[src/rtl/sig_frame_streamer_if.sv]
// Avalon-ST source bundle carrying one frame packet from the signal-RAM streamer.
interface sig_frame_streamer_if;
  logic [31:0] out_data;
  logic        out_valid;
  logic        out_ready;
  logic        out_sop;
  logic        out_eop;
  logic [1:0]  out_empty;

  modport master (output out_data, out_valid, out_sop, out_eop, out_empty, input out_ready);
  modport slave  (input out_data, out_valid, out_sop, out_eop, out_empty, output out_ready);
endinterface

[src/rtl/sig_frame_streamer.sv]
// Streams 3 header words, N_CH/2 packed channel pairs and a cluster trailer as one Avalon-ST packet
// per frame; each beat waits RD_LATENCY+1 clocks per RAM read and stalls in SEND while out_ready is low.
module sig_frame_streamer #(
  parameter int N_CH       = 320,
  parameter int HDR_BASE   = 500,
  parameter int RD_LATENCY = 2
) (
  input  logic        clk_clk,
  input  logic        rst_reset,
  input  logic        start,
  input  logic        has_cluster,
  input  logic        no_cluster,
  input  logic [8:0]  ch_left,
  input  logic [8:0]  ch_right,
  output logic [8:0]  sig_rdaddress,
  input  logic [31:0] sig_q,
  sig_frame_streamer_if.master src,
  output logic        busy,
  output logic [7:0]  overrun_cnt
);

  typedef enum logic [2:0] {IDLE, RD_HDR, RD_LO, RD_HI, SEND, TRAILER} state_t;

  localparam logic [8:0] HDR0    = 9'(HDR_BASE);
  localparam logic [8:0] HDR_END = 9'(HDR_BASE + 2);
  localparam logic [8:0] LAST_HI = 9'(N_CH - 1);
  localparam logic [1:0] LAT     = 2'(RD_LATENCY);

  state_t      state, state_nxt;
  logic [8:0]  addr_nxt;
  logic [1:0]  wait_cnt;
  logic        rd_done;
  logic [15:0] lo_half;
  logic        hc_q, nc_q;
  logic [8:0]  cl_q, cr_q;

  // sig_q is valid after LAT edges past the first cycle holding the new address.
  assign rd_done       = (wait_cnt == LAT);
  assign src.out_valid = (state == SEND);
  assign src.out_empty = 2'b00;

  always_comb begin
    state_nxt = state;
    addr_nxt  = sig_rdaddress;
    case (state)
      IDLE: if (start) begin
        state_nxt = RD_HDR;
        addr_nxt  = HDR0;
      end
      RD_HDR: if (rd_done) state_nxt = SEND;
      RD_LO: if (rd_done) begin
        state_nxt = RD_HI;
        addr_nxt  = sig_rdaddress + 9'd1;
      end
      RD_HI: if (rd_done) state_nxt = SEND;
      SEND: if (src.out_ready) begin
        // The held read address tells which beat just completed (header region lies above channels).
        if (src.out_eop) begin
          state_nxt = IDLE;
        end else if (sig_rdaddress >= HDR0) begin
          if (sig_rdaddress == HDR_END) begin
            state_nxt = RD_LO;
            addr_nxt  = 9'd0;
          end else begin
            state_nxt = RD_HDR;
            addr_nxt  = sig_rdaddress + 9'd1;
          end
        end else if (sig_rdaddress == LAST_HI) begin
          state_nxt = TRAILER;
        end else begin
          state_nxt = RD_LO;
          addr_nxt  = sig_rdaddress + 9'd1;
        end
      end
      TRAILER: state_nxt = SEND;
      default: state_nxt = IDLE;
    endcase
  end

  always_ff @(posedge clk_clk or posedge rst_reset) begin
    if (rst_reset) begin
      state         <= IDLE;
      sig_rdaddress <= 9'd0;
      wait_cnt      <= 2'd0;
      lo_half       <= 16'd0;
      src.out_data  <= 32'd0;
      src.out_sop   <= 1'b0;
      src.out_eop   <= 1'b0;
      busy          <= 1'b0;
      overrun_cnt   <= 8'd0;
      hc_q          <= 1'b0;
      nc_q          <= 1'b0;
      cl_q          <= 9'd0;
      cr_q          <= 9'd0;
    end else begin
      state         <= state_nxt;
      sig_rdaddress <= addr_nxt;
      if (state_nxt != state) wait_cnt <= 2'd0;
      else if (!rd_done)      wait_cnt <= wait_cnt + 2'd1;

      if (start && busy && overrun_cnt != 8'hFF) overrun_cnt <= overrun_cnt + 8'd1;

      case (state)
        IDLE: if (start) begin
          busy <= 1'b1;
          hc_q <= has_cluster;
          nc_q <= no_cluster;
          cl_q <= ch_left;
          cr_q <= ch_right;
        end
        RD_HDR: if (rd_done) begin
          src.out_data <= sig_q;
          src.out_sop  <= (sig_rdaddress == HDR0);
          src.out_eop  <= 1'b0;
        end
        RD_LO: if (rd_done) lo_half <= sig_q[15:0];
        RD_HI: if (rd_done) begin
          src.out_data <= {lo_half, sig_q[15:0]};
          src.out_sop  <= 1'b0;
        end
        TRAILER: begin
          src.out_data <= {hc_q, nc_q, 5'b0, cl_q, 7'b0, cr_q};
          src.out_sop  <= 1'b0;
          src.out_eop  <= 1'b1;
        end
        SEND: if (src.out_ready && src.out_eop) busy <= 1'b0;
        default: ;
      endcase
    end
  end

endmodule

[src/flat_wrapper.sv]
// flat-port wrapper written by rule: the top's interface ports become plain ports
module sig_frame_streamer_flat 
#(
  parameter int N_CH       = 320,
  parameter int HDR_BASE   = 500,
  parameter int RD_LATENCY = 2
)
  (clk_clk, rst_reset, start, has_cluster, no_cluster, ch_left, ch_right, sig_rdaddress, sig_q, busy, overrun_cnt, src_out_data, src_out_valid, src_out_sop, src_out_eop, src_out_empty, src_out_ready);
  sig_frame_streamer_if src_i ();
  input  logic clk_clk;
  input  logic rst_reset;
  input  logic start;
  input  logic has_cluster;
  input  logic no_cluster;
  input  logic [8:0] ch_left;
  input  logic [8:0] ch_right;
  output logic [8:0] sig_rdaddress;
  input  logic [31:0] sig_q;
  output logic busy;
  output logic [7:0] overrun_cnt;
  output wire logic [$bits(src_i.out_data)-1:0] src_out_data;
  output wire logic [$bits(src_i.out_valid)-1:0] src_out_valid;
  output wire logic [$bits(src_i.out_sop)-1:0] src_out_sop;
  output wire logic [$bits(src_i.out_eop)-1:0] src_out_eop;
  output wire logic [$bits(src_i.out_empty)-1:0] src_out_empty;
  input wire logic [$bits(src_i.out_ready)-1:0] src_out_ready;
  assign src_out_data = src_i.out_data;
  assign src_out_valid = src_i.out_valid;
  assign src_out_sop = src_i.out_sop;
  assign src_out_eop = src_i.out_eop;
  assign src_out_empty = src_i.out_empty;
  assign src_i.out_ready = src_out_ready;
  sig_frame_streamer #(.N_CH(N_CH), .HDR_BASE(HDR_BASE), .RD_LATENCY(RD_LATENCY)) u_core (.clk_clk(clk_clk), .rst_reset(rst_reset), .start(start), .has_cluster(has_cluster), .no_cluster(no_cluster), .ch_left(ch_left), .ch_right(ch_right), .sig_rdaddress(sig_rdaddress), .sig_q(sig_q), .src(src_i), .busy(busy), .overrun_cnt(overrun_cnt));
endmodule
[config.mk]
export PLATFORM = sky130hd
export DESIGN_NAME = sig_frame_streamer_flat
export DESIGN_NICKNAME = d
export VERILOG_FILES = /design/src/rtl/sig_frame_streamer_if.sv /design/src/rtl/sig_frame_streamer.sv /design/src/flat_wrapper.sv
export SDC_FILE = /design/constraint.sdc
export NUM_CORES = 1
export LEC_CHECK = 0
export CAP_MARGIN = 15
export CORE_ASPECT_RATIO = 1.2
export CORE_MARGIN = 4
export CORE_UTILIZATION = 53
export DETAILED_ROUTE_END_ITERATION = 8
export MAX_ROUTING_LAYER = met4
export PLACE_DENSITY = 0.81
export REMOVE_ABC_BUFFERS = 1
export SLEW_MARGIN = 20
export SYNTH_ARGS = -nofsm -noshare
export SYNTH_HDL_FRONTEND = slang
export SYNTH_SLANG_ARGS = --single-unit
export TNS_END_PERCENT = 20
[constraint.sdc]
create_clock -name clk_clk -period 5.05 [get_ports clk_clk]
set_input_delay 1.01 -clock clk_clk [delete_from_list [all_inputs] [get_ports clk_clk]]
set_output_delay 1.01 -clock clk_clk [all_outputs]
set_load 0.01 [all_outputs]
==> impl_metrics.env <==
export IMPL_postCtsSetupBuffers=0
export IMPL_synthArstFlopShare=1.00
export IMPL_clkTransAtPathRegs_ns=0.08
export IMPL_cp_start_kind="flip-flop"
export IMPL_synth_flop_cell="dfrtp_1"
export IMPL_fmax_mhz=299
export IMPL_antenna_found_initial=0
export IMPL_required_ns=4.04
export IMPL_layout_commonest_cell="clkdlybuf4s50_1"
export IMPL_path_cells="nor3b_2 -> clkdlybuf4s50_1"
export IMPL_coreArea_um2=8150
export IMPL_grt_overflow=0
export IMPL_yosys_warnings=0
export IMPL_drt_pass1_iter_count=4
export IMPL_worst_ep_arrival_time_ns=2.34
export IMPL_die_x_um=91.8
export IMPL_detail_route_antenna_nets=0
export IMPL_r2r_start="u_core.state[1]$_DFF_PP0_"
export IMPL_slowest_delay_ns=0.92
export IMPL_hold_end="u_core.src.out_data[12]$_DFFE_PP0P_"
export IMPL_postSynthAreaPerCell_um2=10.2
export IMPL_max_slew_margin=0.308
export IMPL_diodes=0
export IMPL_cts_sinks=93
export IMPL_ctsResizeCount=0
export IMPL_grtUsageTotal=0.233
export IMPL_ys_seq_area_frac=0.521
export IMPL_route_vias_total=3572
export IMPL_tightest_slew_ns=1.04
export IMPL_cts_root_buffer="clkbuf_8"
export IMPL_rsz0062_at_grt="false"
export IMPL_io_buffers=108
export IMPL_netlist_area_um2=4460
export IMPL_cap_viol_max_count=0
export IMPL_hold_path_depth=2
export IMPL_insertion_delay_ns=0.37
export IMPL_rows=36
export IMPL_final_hold_violation_count=0
export IMPL_synth_edf_count=0
export IMPL_num_fill_cells=605
export IMPL_ir_worst_vdd_mv=0.341
export IMPL_dp_hpwl_um=7520
export IMPL_gp_congestion=0.848
export IMPL_critPathMaxFanout=29
export IMPL_die_area_um2=9960
export IMPL_layout_min_cycle_time_ns=3.35
export IMPL_finalNetCount=595
export IMPL_drt_iter0_drc=256
export IMPL_setup_viol=0
export IMPL_drive_gt1_frac=0.128
export IMPL_synth_distinct_cells=51
export IMPL_grt_pass1_wl_um=17700
export IMPL_finalCritPeriodShare=0.663
export IMPL_drc=0
export IMPL_ios=111
export IMPL_timing_rr_end="u_core.sig_rdaddress[3]$_DFFE_PP0P_"
export IMPL_wire_per_inst_um=16.5
export IMPL_vias_per_cell=5.47
export IMPL_status="complete, no violations"
export IMPL_drv_slew=0
export IMPL_cp_slowest_cell="dfrtp_1"
export IMPL_layout_common_cells="108 x clkdlybuf4s50_1, 93 x dfrtp_1, 60 x nand2_1"
export IMPL_cts_tree="done"
export IMPL_final_util=0.717
export IMPL_criticalPathCategory="reg -> out"
export IMPL_r2r_cells=5
export IMPL_finalSetupTns_ns=0
export IMPL_cts_buffers=9
export IMPL_grt_pass1_vias=3626
export IMPL_skew_ns=0.00333
export IMPL_drt_wl_total_um=10700
export IMPL_clock_path_buffers=2
export IMPL_hold_path_class="reg -> reg"
export IMPL_leakage_nw=2.55
export IMPL_die_h_um=109
export IMPL_ys_seq_elements=93
export IMPL_crit_path_end_kind="output port"
export IMPL_rrSetupSlack_ns=2.34
export IMPL_area_growth_syn_to_layout_pct=31.0
export IMPL_min_from="u_core.src.out_data[12]$_DFFE_PP0P_"
export IMPL_initial_core_util=0.547
export IMPL_p_per_area_nw_per_um2=561
export IMPL_syn_inst=437
export IMPL_grt_max_degree=61
export IMPL_postCtsHoldBufs=0
export IMPL_cts_max_level=3
## layout make-up
class,instances,area (um2),area share
Inverter,9,36.3,0.00620
Clock buffer,13,179,0.0306
Clock inverter,3,65.1,0.0111
Multi-Input combinational cell,310,1990,0.341
Tap cell,114,143,0.0244
Timing Repair Buffer,111,1100,0.189
Sequential cell,93,2330,0.398
## layer usage
| layer | track usage | share of wire | up-vias |
|---|---|---|---|
| met5 | - | 0 | - |
| met4 | 0.108 | 0.024 | 0 |
| met1 | 0.276 | 0.40 | 1737 |
| li1 | - | - | 1718 |
| met2 | 0.370 | 0.51 | 98 |
| met3 | 0.0689 | 0.065 | 19 |
## critical path: cells and delay by family, from the launching register on
family | cells | cell delay [ns]
buffers and inverters | 1 | 0.61
flip-flops | 1 | 0.92
AND/OR/NAND/NOR | 1 | 0.44
## report_power, final
group          internal [mW]  total [mW]  leakage (nW)  switching [mW]
clock network          0.332       0.586         0.126           0.254
logic                  0.712        1.37          1.31           0.654
registers               1.06        1.33          1.12           0.268
## cells by family after synthesis
group | Yosys count | share of synthesized area
AO/OA/AOI/OAI | 87 | 0.122
XOR/XNOR | 6 | 0.0118
adder cells (fa/ha/maj) | 5 | 0.0140
buffers and inverters | 35 | 0.0378
flip-flops | 93 | 0.521
multiplexers | 47 | 0.116
other | 1 | 0.000840
AND/OR/NAND/NOR | 163 | 0.177
## worst max path at each step
stage                              start                      end  slack, ns  depth (start not counted)
2_1_floorplan                  rst_reset  u_core.busy$_DFFE_PP0P_       1.62                          1
3_3_place_gp   u_core.state[2]$_DFF_PP0_            src_out_valid       2.16                          2
3_5_place_dp   u_core.state[2]$_DFF_PP0_            src_out_valid       2.11                          2
4_1_cts        u_core.state[2]$_DFF_PP0_            src_out_valid       1.69                          2
5_1_grt        u_core.state[2]$_DFF_PP0_            src_out_valid       1.53                          2
6_report       u_core.state[2]$_DFF_PP0_            src_out_valid       1.70                          2
## cells in the mapped netlist (all sizes together) (2+ instances only)
cell | instances | area, um2
xor2 | 2 | 17.5
clkbuf | 12 | 46.3
xnor2 | 4 | 35.0
nor4b | 2 | 30.0
nand3 | 16 | 80.1
nor2 | 44 | 165
a211oi | 8 | 60.1
nor3 | 6 | 30.0
buf | 14 | 88.8
a21oi | 17 | 96.4
o21a | 2 | 16.3
and2 | 2 | 12.5
nand4 | 5 | 31.3
nand2 | 62 | 238
nand2b | 5 | 38.8
nor2b | 4 | 25.0
o21ai | 41 | 209
mux2i | 10 | 100
and2b | 2 | 15.0
ha | 5 | 62.6
and3 | 6 | 37.5
inv | 9 | 33.8
o2111ai | 2 | 17.5
a221oi | 5 | 43.8
nor3b | 3 | 27.5
dfrtp | 93 | 2330
a31oi | 7 | 43.8
mux2 | 37 | 417
## stage by stage
| stage | setup slack [ns] | instance area [um2] | instances | hold slack (ns) | power (mW) |
|---|---|---|---|---|---|
| floorplan | 1.62 | 4330 | 412 | 0.453 | 2.05 |
| global placement | 2.16 | 5600 | 637 | 0.452 | 2.65 |
| detailed placement | 2.11 | 5600 | 637 | 0.464 | 2.72 |
| CTS | 1.69 | 5850 | 653 | 0.484 | 3.31 |
| global route | 1.53 | 5850 | 653 | 0.509 | 3.51 |
| finish | 1.70 | 5850 | 653 | 0.480 | 3.28 |
## flip-flops by register name (all words and copies together), names as in the netlist
signal	count
u_core.overrun_cnt	8
u_core.src.out_sop	1
u_core.src.out_data	32
u_core.lo_half	16
u_core.cl_q	9
u_core.cr_q	9
u_core.state	3
u_core.wait_cnt	2
u_core.hc_q	1
u_core.nc_q	1
u_core.src.out_eop	1
u_core.sig_rdaddress	9
u_core.busy	1
Note: power is estimated with default switching activity, not from simulation.
